==> src/rtl/muxpga_pkg.sv <==
`default_nettype none
// ============================================================================
// Module   : muxpga_pkg
// Brief    : Shared command encoding, select encoding and LUT constants for
//            the mux-FPGA cell array.
// Revision : 1.0 - initial parametrised release
// ============================================================================
package muxpga_pkg;

    // Array command, sampled every clock while the array is not busy
    typedef enum logic [1:0] {
        CMD_SHIFT = 2'd0,
        CMD_STEP  = 2'd1,
        CMD_RUN   = 2'd2,
        CMD_HOLD  = 2'd3
    } cmd_e;

    // Width of one configuration chain entry
    localparam int CFG_W = 4;

    // Neighbour select encoding used by both cell input muxes
    localparam logic [1:0] SEL_N = 2'd0;
    localparam logic [1:0] SEL_S = 2'd1;
    localparam logic [1:0] SEL_W = 2'd2;
    localparam logic [1:0] SEL_E = 2'd3;

    // Common LUT programs, indexed by {in1, in2}
    localparam logic [CFG_W-1:0] LUT_OR    = 4'hE;
    localparam logic [CFG_W-1:0] LUT_AND   = 4'h8;
    localparam logic [CFG_W-1:0] LUT_XOR   = 4'h6;
    localparam logic [CFG_W-1:0] LUT_PASS1 = 4'hC;
    localparam logic [CFG_W-1:0] LUT_PASS2 = 4'hA;

    // Evaluate a two-input LUT for one bit slice; in1 is the high index bit
    function automatic logic lut_bit(input logic [CFG_W-1:0] lut,
                                     input logic             in1,
                                     input logic             in2);
        return lut[{in1, in2}];
    endfunction

endpackage : muxpga_pkg
`default_nettype wire

==> src/rtl/muxpga_if.sv <==
`default_nettype none
// ============================================================================
// Module   : muxpga_if
// Brief    : Pin-level bus of the mux-FPGA array (din/cmd in, dout/busy out).
// Revision : 1.0 - initial parametrised release
// ============================================================================
interface muxpga_if
    import muxpga_pkg::*;
#(
    parameter int W = 4
) ();

    logic [W-1:0]   din;
    cmd_e           cmd;
    logic [2*W-1:0] dout;
    logic           busy;

    // Driver side (pin wrapper / testbench)
    modport master (
        output din,
        output cmd,
        input  dout,
        input  busy
    );

    // Array side
    modport slave (
        input  din,
        input  cmd,
        output dout,
        output busy
    );

endinterface : muxpga_if
`default_nettype wire

==> src/rtl/muxpga_cell.sv <==
`default_nettype none
// ============================================================================
// Module   : muxpga_cell
// Brief    : One W-bit array cell: two 4:1 neighbour muxes feeding a bitwise
//            two-input LUT, result captured in an enabled q register.
// Revision : 1.0 - initial parametrised release
// ============================================================================
module muxpga_cell
    import muxpga_pkg::*;
#(
    parameter int W = 4
) (
    input  wire logic             clk,
    input  wire logic             reset,
    input  wire logic             i_en,
    input  wire logic [W-1:0]     i_north,
    input  wire logic [W-1:0]     i_south,
    input  wire logic [W-1:0]     i_west,
    input  wire logic [W-1:0]     i_east,
    input  wire logic [CFG_W-1:0] i_mux_cfg,
    input  wire logic [CFG_W-1:0] i_lut_cfg,
    output logic      [W-1:0]     o_q
);

    logic [1:0]   w_sel1;
    logic [1:0]   w_sel2;
    logic [W-1:0] w_in1;
    logic [W-1:0] w_in2;
    logic [W-1:0] w_f;
    logic [W-1:0] r_q;

    // Mux nibble layout is {sel2, sel1}
    assign w_sel1 = i_mux_cfg[1:0];
    assign w_sel2 = i_mux_cfg[3:2];

    // First input mux: pick the neighbour addressed by sel1
    always_comb begin
        w_in1 = i_north;
        case (w_sel1)
            SEL_N:   w_in1 = i_north;
            SEL_S:   w_in1 = i_south;
            SEL_W:   w_in1 = i_west;
            SEL_E:   w_in1 = i_east;
            default: w_in1 = i_north;
        endcase
    end

    // Second input mux: pick the neighbour addressed by sel2
    always_comb begin
        w_in2 = i_north;
        case (w_sel2)
            SEL_N:   w_in2 = i_north;
            SEL_S:   w_in2 = i_south;
            SEL_W:   w_in2 = i_west;
            SEL_E:   w_in2 = i_east;
            default: w_in2 = i_north;
        endcase
    end

    // Apply the same LUT independently to every bit slice
    always_comb begin
        w_f = '0;
        for (int b = 0; b < W; b++) begin
            w_f[b] = lut_bit(i_lut_cfg, w_in1[b], w_in2[b]);
        end
    end

    // Cell state: cleared by reset, updated only on stepping cycles
    always_ff @(posedge clk) begin
        if (reset) begin
            r_q <= '0;
        end else if (i_en) begin
            r_q <= w_f;
        end
    end

    assign o_q = r_q;

endmodule : muxpga_cell
`default_nettype wire

==> src/rtl/muxpga_array.sv <==
`default_nettype none
// ============================================================================
// Module   : muxpga_array
// Brief    : ROWS x COLS array of mux/LUT cells with a nibble-wide config
//            shift chain, single-step and counted free-run modes, and a
//            status/readback output mux.
// Revision : 1.0 - initial parametrised release
// ============================================================================
module muxpga_array
    import muxpga_pkg::*;
#(
    parameter int ROWS = 4,
    parameter int COLS = 3,
    parameter int W    = 4
) (
    input  wire logic clk,
    input  wire logic reset,
    muxpga_if.slave   bus
);

    localparam int             c_CHAIN_LEN = 2 * ROWS * COLS;
    localparam int             c_CNT_W     = $clog2(c_CHAIN_LEN + 1);
    localparam logic [c_CNT_W-1:0] c_CNT_FULL = c_CNT_W'(c_CHAIN_LEN);
    localparam logic [W-1:0]   c_RUN_LAST  = {{(W-1){1'b0}}, 1'b1};

    logic [CFG_W-1:0]   r_chain [c_CHAIN_LEN];
    logic [c_CNT_W-1:0] r_shift_cnt;
    logic [W-1:0]       r_run_cnt;
    logic               r_busy;

    logic               w_cfg_loaded;
    logic               w_shift_en;
    logic               w_step_en;
    logic               w_run_start;
    logic [W-1:0]       w_q [ROWS][COLS];

    // Commands are only honoured while idle; a RUN owns the array until done
    assign w_shift_en   = !r_busy && (bus.cmd == CMD_SHIFT);
    assign w_run_start  = !r_busy && (bus.cmd == CMD_RUN);
    assign w_step_en    = r_busy || (bus.cmd == CMD_STEP);
    assign w_cfg_loaded = (r_shift_cnt == c_CNT_FULL);

    // Config shift chain: new nibble enters at entry 0, oldest sits at the end
    always_ff @(posedge clk) begin
        if (reset) begin
            for (int i = 0; i < c_CHAIN_LEN; i++) begin
                r_chain[i] <= '0;
            end
        end else if (w_shift_en) begin
            r_chain[0] <= bus.din[CFG_W-1:0];
            for (int i = 1; i < c_CHAIN_LEN; i++) begin
                r_chain[i] <= r_chain[i-1];
            end
        end
    end

    // Count accepted shifts, saturating once the whole chain has been filled
    always_ff @(posedge clk) begin
        if (reset) begin
            r_shift_cnt <= '0;
        end else if (w_shift_en && (r_shift_cnt != c_CNT_FULL)) begin
            r_shift_cnt <= r_shift_cnt + 1'b1;
        end
    end

    // Free-run control: the RUN edge only loads the count, stepping starts next
    always_ff @(posedge clk) begin
        if (reset) begin
            r_run_cnt <= '0;
            r_busy    <= 1'b0;
        end else if (r_busy) begin
            r_run_cnt <= r_run_cnt - 1'b1;
            if (r_run_cnt == c_RUN_LAST) begin
                r_busy <= 1'b0;
            end
        end else if (w_run_start) begin
            r_run_cnt <= bus.din;
            r_busy    <= (bus.din != '0);
        end
    end

    // Cell grid with torus wrap east/west; din feeds the top and bottom edges
    for (genvar r = 0; r < ROWS; r++) begin : g_row
        for (genvar c = 0; c < COLS; c++) begin : g_col
            localparam int c_K    = r * COLS + c;
            localparam int c_WEST = (c + COLS - 1) % COLS;
            localparam int c_EAST = (c + 1) % COLS;

            logic [W-1:0] w_north;
            logic [W-1:0] w_south;

            if (r == 0) begin : g_north_edge
                assign w_north = bus.din;
            end else begin : g_north_inner
                assign w_north = w_q[r-1][c];
            end

            if (r == ROWS - 1) begin : g_south_edge
                assign w_south = bus.din;
            end else begin : g_south_inner
                assign w_south = w_q[r+1][c];
            end

            muxpga_cell #(
                .W (W)
            ) u_cell (
                .clk       (clk),
                .reset     (reset),
                .i_en      (w_step_en),
                .i_north   (w_north),
                .i_south   (w_south),
                .i_west    (w_q[r][c_WEST]),
                .i_east    (w_q[r][c_EAST]),
                .i_mux_cfg (r_chain[2*c_K]),
                .i_lut_cfg (r_chain[2*c_K+1]),
                .o_q       (w_q[r][c])
            );
        end
    end

    // Readback mux: array corners while stepping/holding or busy, else status
    always_comb begin
        bus.dout = '0;
        if (r_busy || (bus.cmd == CMD_STEP) || (bus.cmd == CMD_HOLD)) begin
            bus.dout = {w_q[ROWS-1][0], w_q[ROWS-1][COLS-1]};
        end else begin
            bus.dout = {r_chain[c_CHAIN_LEN-1],
                        {(2*W-CFG_W-2){1'b0}},
                        w_cfg_loaded,
                        r_busy};
        end
    end

    assign bus.busy = r_busy;

endmodule : muxpga_array
`default_nettype wire

==> src/flat_wrapper.sv <==
// flat-port wrapper written by rule: the top's interface ports become plain ports
module muxpga_array_flat import muxpga_pkg::*;
#(
    parameter int ROWS = 4,
    parameter int COLS = 3,
    parameter int W    = 4
)
  (clk, reset, bus_din, bus_cmd, bus_dout, bus_busy);
  muxpga_if #(.W(W)) bus_i ();
  input  wire logic clk;
  input  wire logic reset;
  input wire logic [$bits(bus_i.din)-1:0] bus_din;
  input wire logic [$bits(bus_i.cmd)-1:0] bus_cmd;
  output wire logic [$bits(bus_i.dout)-1:0] bus_dout;
  output wire logic [$bits(bus_i.busy)-1:0] bus_busy;
  assign bus_i.din = bus_din;
  assign bus_i.cmd = bus_cmd;
  assign bus_dout = bus_i.dout;
  assign bus_busy = bus_i.busy;
  muxpga_array #(.ROWS(ROWS), .COLS(COLS), .W(W)) u_core (.clk(clk), .reset(reset), .bus(bus_i));
endmodule
==> config.mk <==
export PLATFORM = sky130hd
export DESIGN_NAME = muxpga_array_flat
export DESIGN_NICKNAME = d
export VERILOG_FILES = /design/src/rtl/muxpga_pkg.sv /design/src/rtl/muxpga_if.sv /design/src/rtl/muxpga_cell.sv /design/src/rtl/muxpga_array.sv /design/src/flat_wrapper.sv
export SDC_FILE = /design/constraint.sdc
export NUM_CORES = 1
export LEC_CHECK = 0
export CAP_MARGIN = 20
export CORE_MARGIN = 3
export CORE_UTILIZATION = 65
export CTS_CLUSTER_SIZE = 16
export DETAILED_ROUTE_END_ITERATION = 8
export GPL_TIMING_DRIVEN = 0
export PLACE_DENSITY = 0.81
export SETUP_SLACK_MARGIN = 0.2
export SYNTH_ARGS = -nofsm -noshare
export SYNTH_HDL_FRONTEND = slang
export SYNTH_SLANG_ARGS = --single-unit
==> constraint.sdc <==
create_clock -name clk -period 7.8 [get_ports clk]
set_input_delay 1.17 -clock clk [delete_from_list [all_inputs] [get_ports clk]]
set_output_delay 1.17 -clock clk [all_outputs]
set_load 0.005 [all_outputs]
==> qor.yml <==
finish:
  antenna_cells: 0
  final_cell_mix: "mux2i_1 (290), edfxtp_1 (96), nor4_1 (94)"
  final_common_cell: "mux2i_1"
  area_growth_syn_to_layout_pct: 9.29
  final_nets: 1049
  drive_gt1_frac: 0.0829
  finish.utilization: 0.732
clock_network:
  cts_made_buffers: 17
  cts_root_buf: "clkbuf_16"
  cts_resized: 0
  post_cts.repair.setup_buffers: 0
  worstSkewPairLatency_ns: 0.44
  clock_path_buffers: 2
  clock-sinks: 154
  tritoncts: "built"
  htreeDepth: 4
  hold_buffers: 0
  clk_transition_reported_paths_ns: 0.06
outcome:
  status: "complete, no violations"
synth:
  synthTopCellsByArea: "mux2i_1 (26%), edfxtp_1 (26%), dfxtp_1 (10%)"
  synth_cell_types: 41
  synth_cells: 1002
  avgSynthCellArea_um2: 11.2
  synth_warnings: 0
  post-synth-top-area-fraction: 0.259
  synth_seq_cells: 154
  syn_nets: 1014
  mappedNetlistArea_um2: 11200
  ys_seq_area_frac: 0.360
  synth_area_leader_cell: "mux2i_1"
critical_path:
  startpoint_type: "primary input"
  endpoint_kind: "flip-flop"
  crit_path_max_fanout: 50
  cp.arrival_ns: 3.88
  crit_type: "in2reg"
  cp.required_ns: 7.91
  reg2reg_depth: 4
grt:
  grt_pass1_wl_mm: 50.2
  grt_usage: 0.348
  grt_overflow_total: 0
  grt_max_degree: 51
  antenna_found_initial: 0
  grt_pass1_vias: 9017
timing:
  setup_viol: 0
  tns_ns: 0
  period_needed_ns: 3.77
  worst_pin_slew_ns: 1.10
  finalHoldViolCount: 0
  fin_crit_sh: 0.483
  slew_viol_final: 0
  relSlewSlack: 0.260
  fmax_ghz: 0.265
  fin_skew_ns: 0.0100
  fin_ws_ns: 4.03
  rsz0062_at_grt: "false"
  fin_hold_ws_ns: 0.496
floorplanning:
  core-area_um2: 16800
  rows: 47
  die_x_um: 137
  die_height_um: 137
  fp.dieArea_um2: 18900
  start_util: 0.669
  num_io_pins: 17
placed_design:
  place_ws_ns: 3.61
  gp_congestion: 0.975
  post-dp-hpwl_mm: 22.1
  port-buffer-count: 15
power_and_ir_drop:
  ir_worst_vdd_mv: 0.172
  power_leakage_uw: 0.00528
  cellPowerDensity_nw_per_um2: 204
route:
  drc_errors: 0
  vias: 9107
  routed_wl_mm: 32.2
  avgRoutedWirePerCell_um: 25.4
  via_per_inst: 7.17
  drtAntennaViolNets: 0
  drtIter0Drc: 1090
  dr.pass1.iters: 5
hold_path:
  hold-path-cell-count: 2
  hold_path_class: "reg2reg"
flow_run:
  cap_violations: 0
[cell families (layout without fill, tap and decap cells)]
group / Yosys count / in the layout / synth area share
adder cells (fa/ha/maj): 4 / 4 / 0.00446
XOR/XNOR: 4 / 4 / 0.00312
flip-flops: 154 / 154 / 0.360
AND/OR/NAND/NOR: 416 / 416 / 0.221
multiplexers: 343 / 343 / 0.372
AO/OA/AOI/OAI: 14 / 14 / 0.00915
buffers and inverters: 67 / 115 / 0.0299
[synthesized netlist by cell type (all sizes together)]
cell type	count
and2	72
ha	4
nand2	55
mux4	48
nand3	2
a21oi	5
nor3	2
nor4	97
mux2i	290
edfxtp	96
o21ai	2
o21bai	1
xor2	3
nor2	58
dfxtp	58
xnor2	1
nor2b	29
nand2b	49
nand4b	1
a222oi	1
buf	30
inv	5
o41ai	1
a211oi	2
clkbuf	32
nor4b	48
a21o	1
o31ai	1
mux2	5
or2	1
nand4	2
[registers in the layout (all words and copies together), names as in the netlist]
signal,count
u_core.bus.busy,1
u_core.g_row.g_col.u_cell.o_q,48
u_core.r_run_cnt,4
u_core.r_chain,96
u_core.r_shift_cnt,5
[area by class of cell]
cell class / count / area (µm²)
Buffer: 62 / 317
Clock buffer: 17 / 425
Clock inverter: 15 / 161
Fill cell: 1181 / 4500
Inverter: 5 / 18.8
Multi-Input combinational cell: 781 / 6840
Sequential cell: 154 / 4040
Tap cell: 220 / 275
Timing Repair Buffer: 16 / 178
[final timing paths]
kind | from | to | slack (ns)
min | u_core.r_run_cnt[2] | u_core.r_run_cnt[2] | 0.50
max | reset | u_core.r_chain[0][53] | 4.03
min reg2reg | u_core.r_run_cnt[2] | u_core.r_run_cnt[2] | 0.50
max reg2reg | u_core.bus.busy | u_core.r_chain[0][53] | 5.28
[report_power, final]
group | leakage, µW | total, µW | internal (µW) | switching (µW)
Combinational | 0.00351 | 576 | 279 | 297
Sequential | 0.00150 | 1090 | 940 | 146
Clock | 0.000280 | 842 | 477 | 365
[critical path, stage by stage]
cell and delay (ns):
clkdlybuf4s50_1 0.64, clkbuf_1 0.48, clkbuf_1 0.53, or2_4 0.68, buf_16 0.31
[layer usage]
layer / GRT usage / vias up / share of wire
met3: 0.0709 / 140 / 0.10
met4: 0.164 / 0 / 0.047
met2: 0.551 / 617 / 0.46
met1: 0.461 / 4399 / 0.40
met5: 0 / - / 0
li1: - / 3951 / -
[through the flow]
step | cell area [µm²] | std cells | power [µW]
2_1_floorplan | 11200 | 1002 | 1470
3_3_place_gp | 11600 | 1237 | 1630
3_5_place_dp | 11700 | 1238 | 1650
4_1_cts | 12300 | 1270 | 2480
5_1_grt | 12300 | 1270 | 2580
6_report | 12300 | 1270 | 2500
No activity file was read; power rests on OpenSTA's default activity.
==> edit (same flow settings) <==
One comparison of `r_shift_cnt` changes from == to >=.
--- a/src/rtl/muxpga_array.sv
+++ b/src/rtl/muxpga_array.sv
@@ -39,5 +39,5 @@
     assign w_run_start  = !r_busy && (bus.cmd == CMD_RUN);
     assign w_step_en    = r_busy || (bus.cmd == CMD_STEP);
-    assign w_cfg_loaded = (r_shift_cnt == c_CNT_FULL);
+    assign w_cfg_loaded = (r_shift_cnt >= c_CNT_FULL);
 
     // Config shift chain: new nibble enters at entry 0, oldest sits at the end
Check against the original RTL: same outputs for any inputs over 10 cycles, from zero or initial values and one cycle with reset high; that may be too few to reach the edited logic, so the function may still have changed.
==> edit against the unedited design <==
- routed wire length is 2.3% lower
- critical path type is now in2out
- utilization is 0.35 points higher
- cell area is 0.83% higher
- largest cell class unchanged
- die area is 1.0% higher
- total power is 1.3% lower
- sequential cell count stayed put
- setup slack worse by 0.0068 ns
- synthesized area is 1.0% higher
- fmax is 0.18% lower
==> edit: results (changes against the unedited design) <==
- Routed vias/inst: 7.076 (-1.3%)
- First-pass GRT wire length: 49.00 mm (-2.3%)
- Leakage: 5.304 nW (+0.35%)
- Hold WS: 0.4997 ns (+0.003252 ns)
- WL/cell: 24.79 um (-2.3%)
- Final setup vio count: 0 (unchanged)
- Top cells by area, synth: mux2i_1, edfxtp_1, dfxtp_1, mux4_1, nor4_1
- Area after DPL: 11790 sq um (+1.0%)
- Via count: 8986 (-1.3%)
- Post-synthesis sequential area ratio: 35.67% (-0.37 points)
- R2R setup slack: 5.31 ns (+0.03 ns)
- Arrival @ worst endpoint: 2.61 ns (-1.27 ns)
- Initial antenna violation count: 0 (unchanged)
- First-pass DRT Iterations: 7 (+2)
- Crit-path max FO: 9 (-82%)
- Layout cells sized above 1: 10.57% (+2.3 points)
- Clock Skew: 0.01187 ns (+0.001850 ns)
- Multiplexer area fraction after synthesis: 36.63% (-0.55 points)
- Peak VDD IR: 0.1722 mV (about the same)
- FMAX: 264.8 MHz (-0.18%)
- Mean post-synth cell area: 11.31 sq um (+1.0%)
- Status: finished clean
- Synth cell types: 46 (+12%)
- Global placer's final weighted congestion: 1.005 (+3.1%)
- Area fraction of the dominant cell type after synthesis: 25.61% (-0.27 points)
- GR Util All Layers: 32.24% (-2.6 points)
- Post-Place Worst Slack: 3.930 ns (+0.3223 ns)
- Dpl hpwl: 21.80 mm (-1.6%)
- Slew Limit Headroom: 28.01% (+2.0 points)
- Compound-Gate Fraction of Synth Area: 0.9051% (-0.0095 points)
- Post-synthesis adder-cell area fraction: 0.4415% (-0.0046 points)
- DRT iter0 DRCs: 1084 (-0.55%)
[edit: changes by cell type in the layout (fill, tap and decap cells not counted), moves of 3 or more]
cell | unedited run | this run
buf_1 | 1 | 4
buf_2 | 16 | 20
buf_4 | 10 | 6
clkbuf_1 | 31 | 25
clkinvlp_4 | 3 | 0
inv_4 | 0 | 3
mux4_1 | 35 | 30
mux4_2 | 13 | 18
nor4_1 | 94 | 86
nor4_2 | 2 | 10
nor4b_1 | 47 | 39
nor4b_2 | 0 | 6
[edit: worst paths after layout]
| path | from | to | depth (start not counted) |
|---|---|---|---|
| max | bus_cmd[0] | bus_dout[6] | 4 |
| min | u_core.r_run_cnt[2] | u_core.r_run_cnt[2] | 2 |
| max reg2reg | u_core.bus.busy | u_core.r_chain[0][40] | 4 |
| min reg2reg | u_core.r_run_cnt[2] | u_core.r_run_cnt[2] | 2 |
[edit: layout make-up]
cell class | count | area share, %
multi-input cells | 781 | 56.18
flip-flops and latches | 154 | 32.71
clock buffers | 18 | 3.644
plain buffers | 62 | 2.672
well taps | 220 | 2.227
repair buffers | 16 | 1.437
clock inverters | 14 | 0.9717
inverters | 5 | 0.1518
[edit: power breakdown]
part	internal (mW)	switching, mW	total (mW)
sequential	0.938	0.142	1.08
combinational	0.281	0.296	0.577
clock	0.438	0.377	0.815
total	1.66	0.815	2.47
[edit: critical path, cell delays in order]
cell             delay (ns)
buf_2                  0.17
nor2_1                 0.41
mux2_2                 0.41
clkdlybuf4s50_1        0.44
[edit: layer usage]
metal	share of wire [%]	wire (um)	vias to the layer above	global-route usage [%]
met5	0	0	-	0
met4	4.5	1410	0	14.14
met3	9.6	3012	126	7.182
met2	46	14490	491	50.75
met1	40	12570	4418	43.25
li1	-	-	3951	-
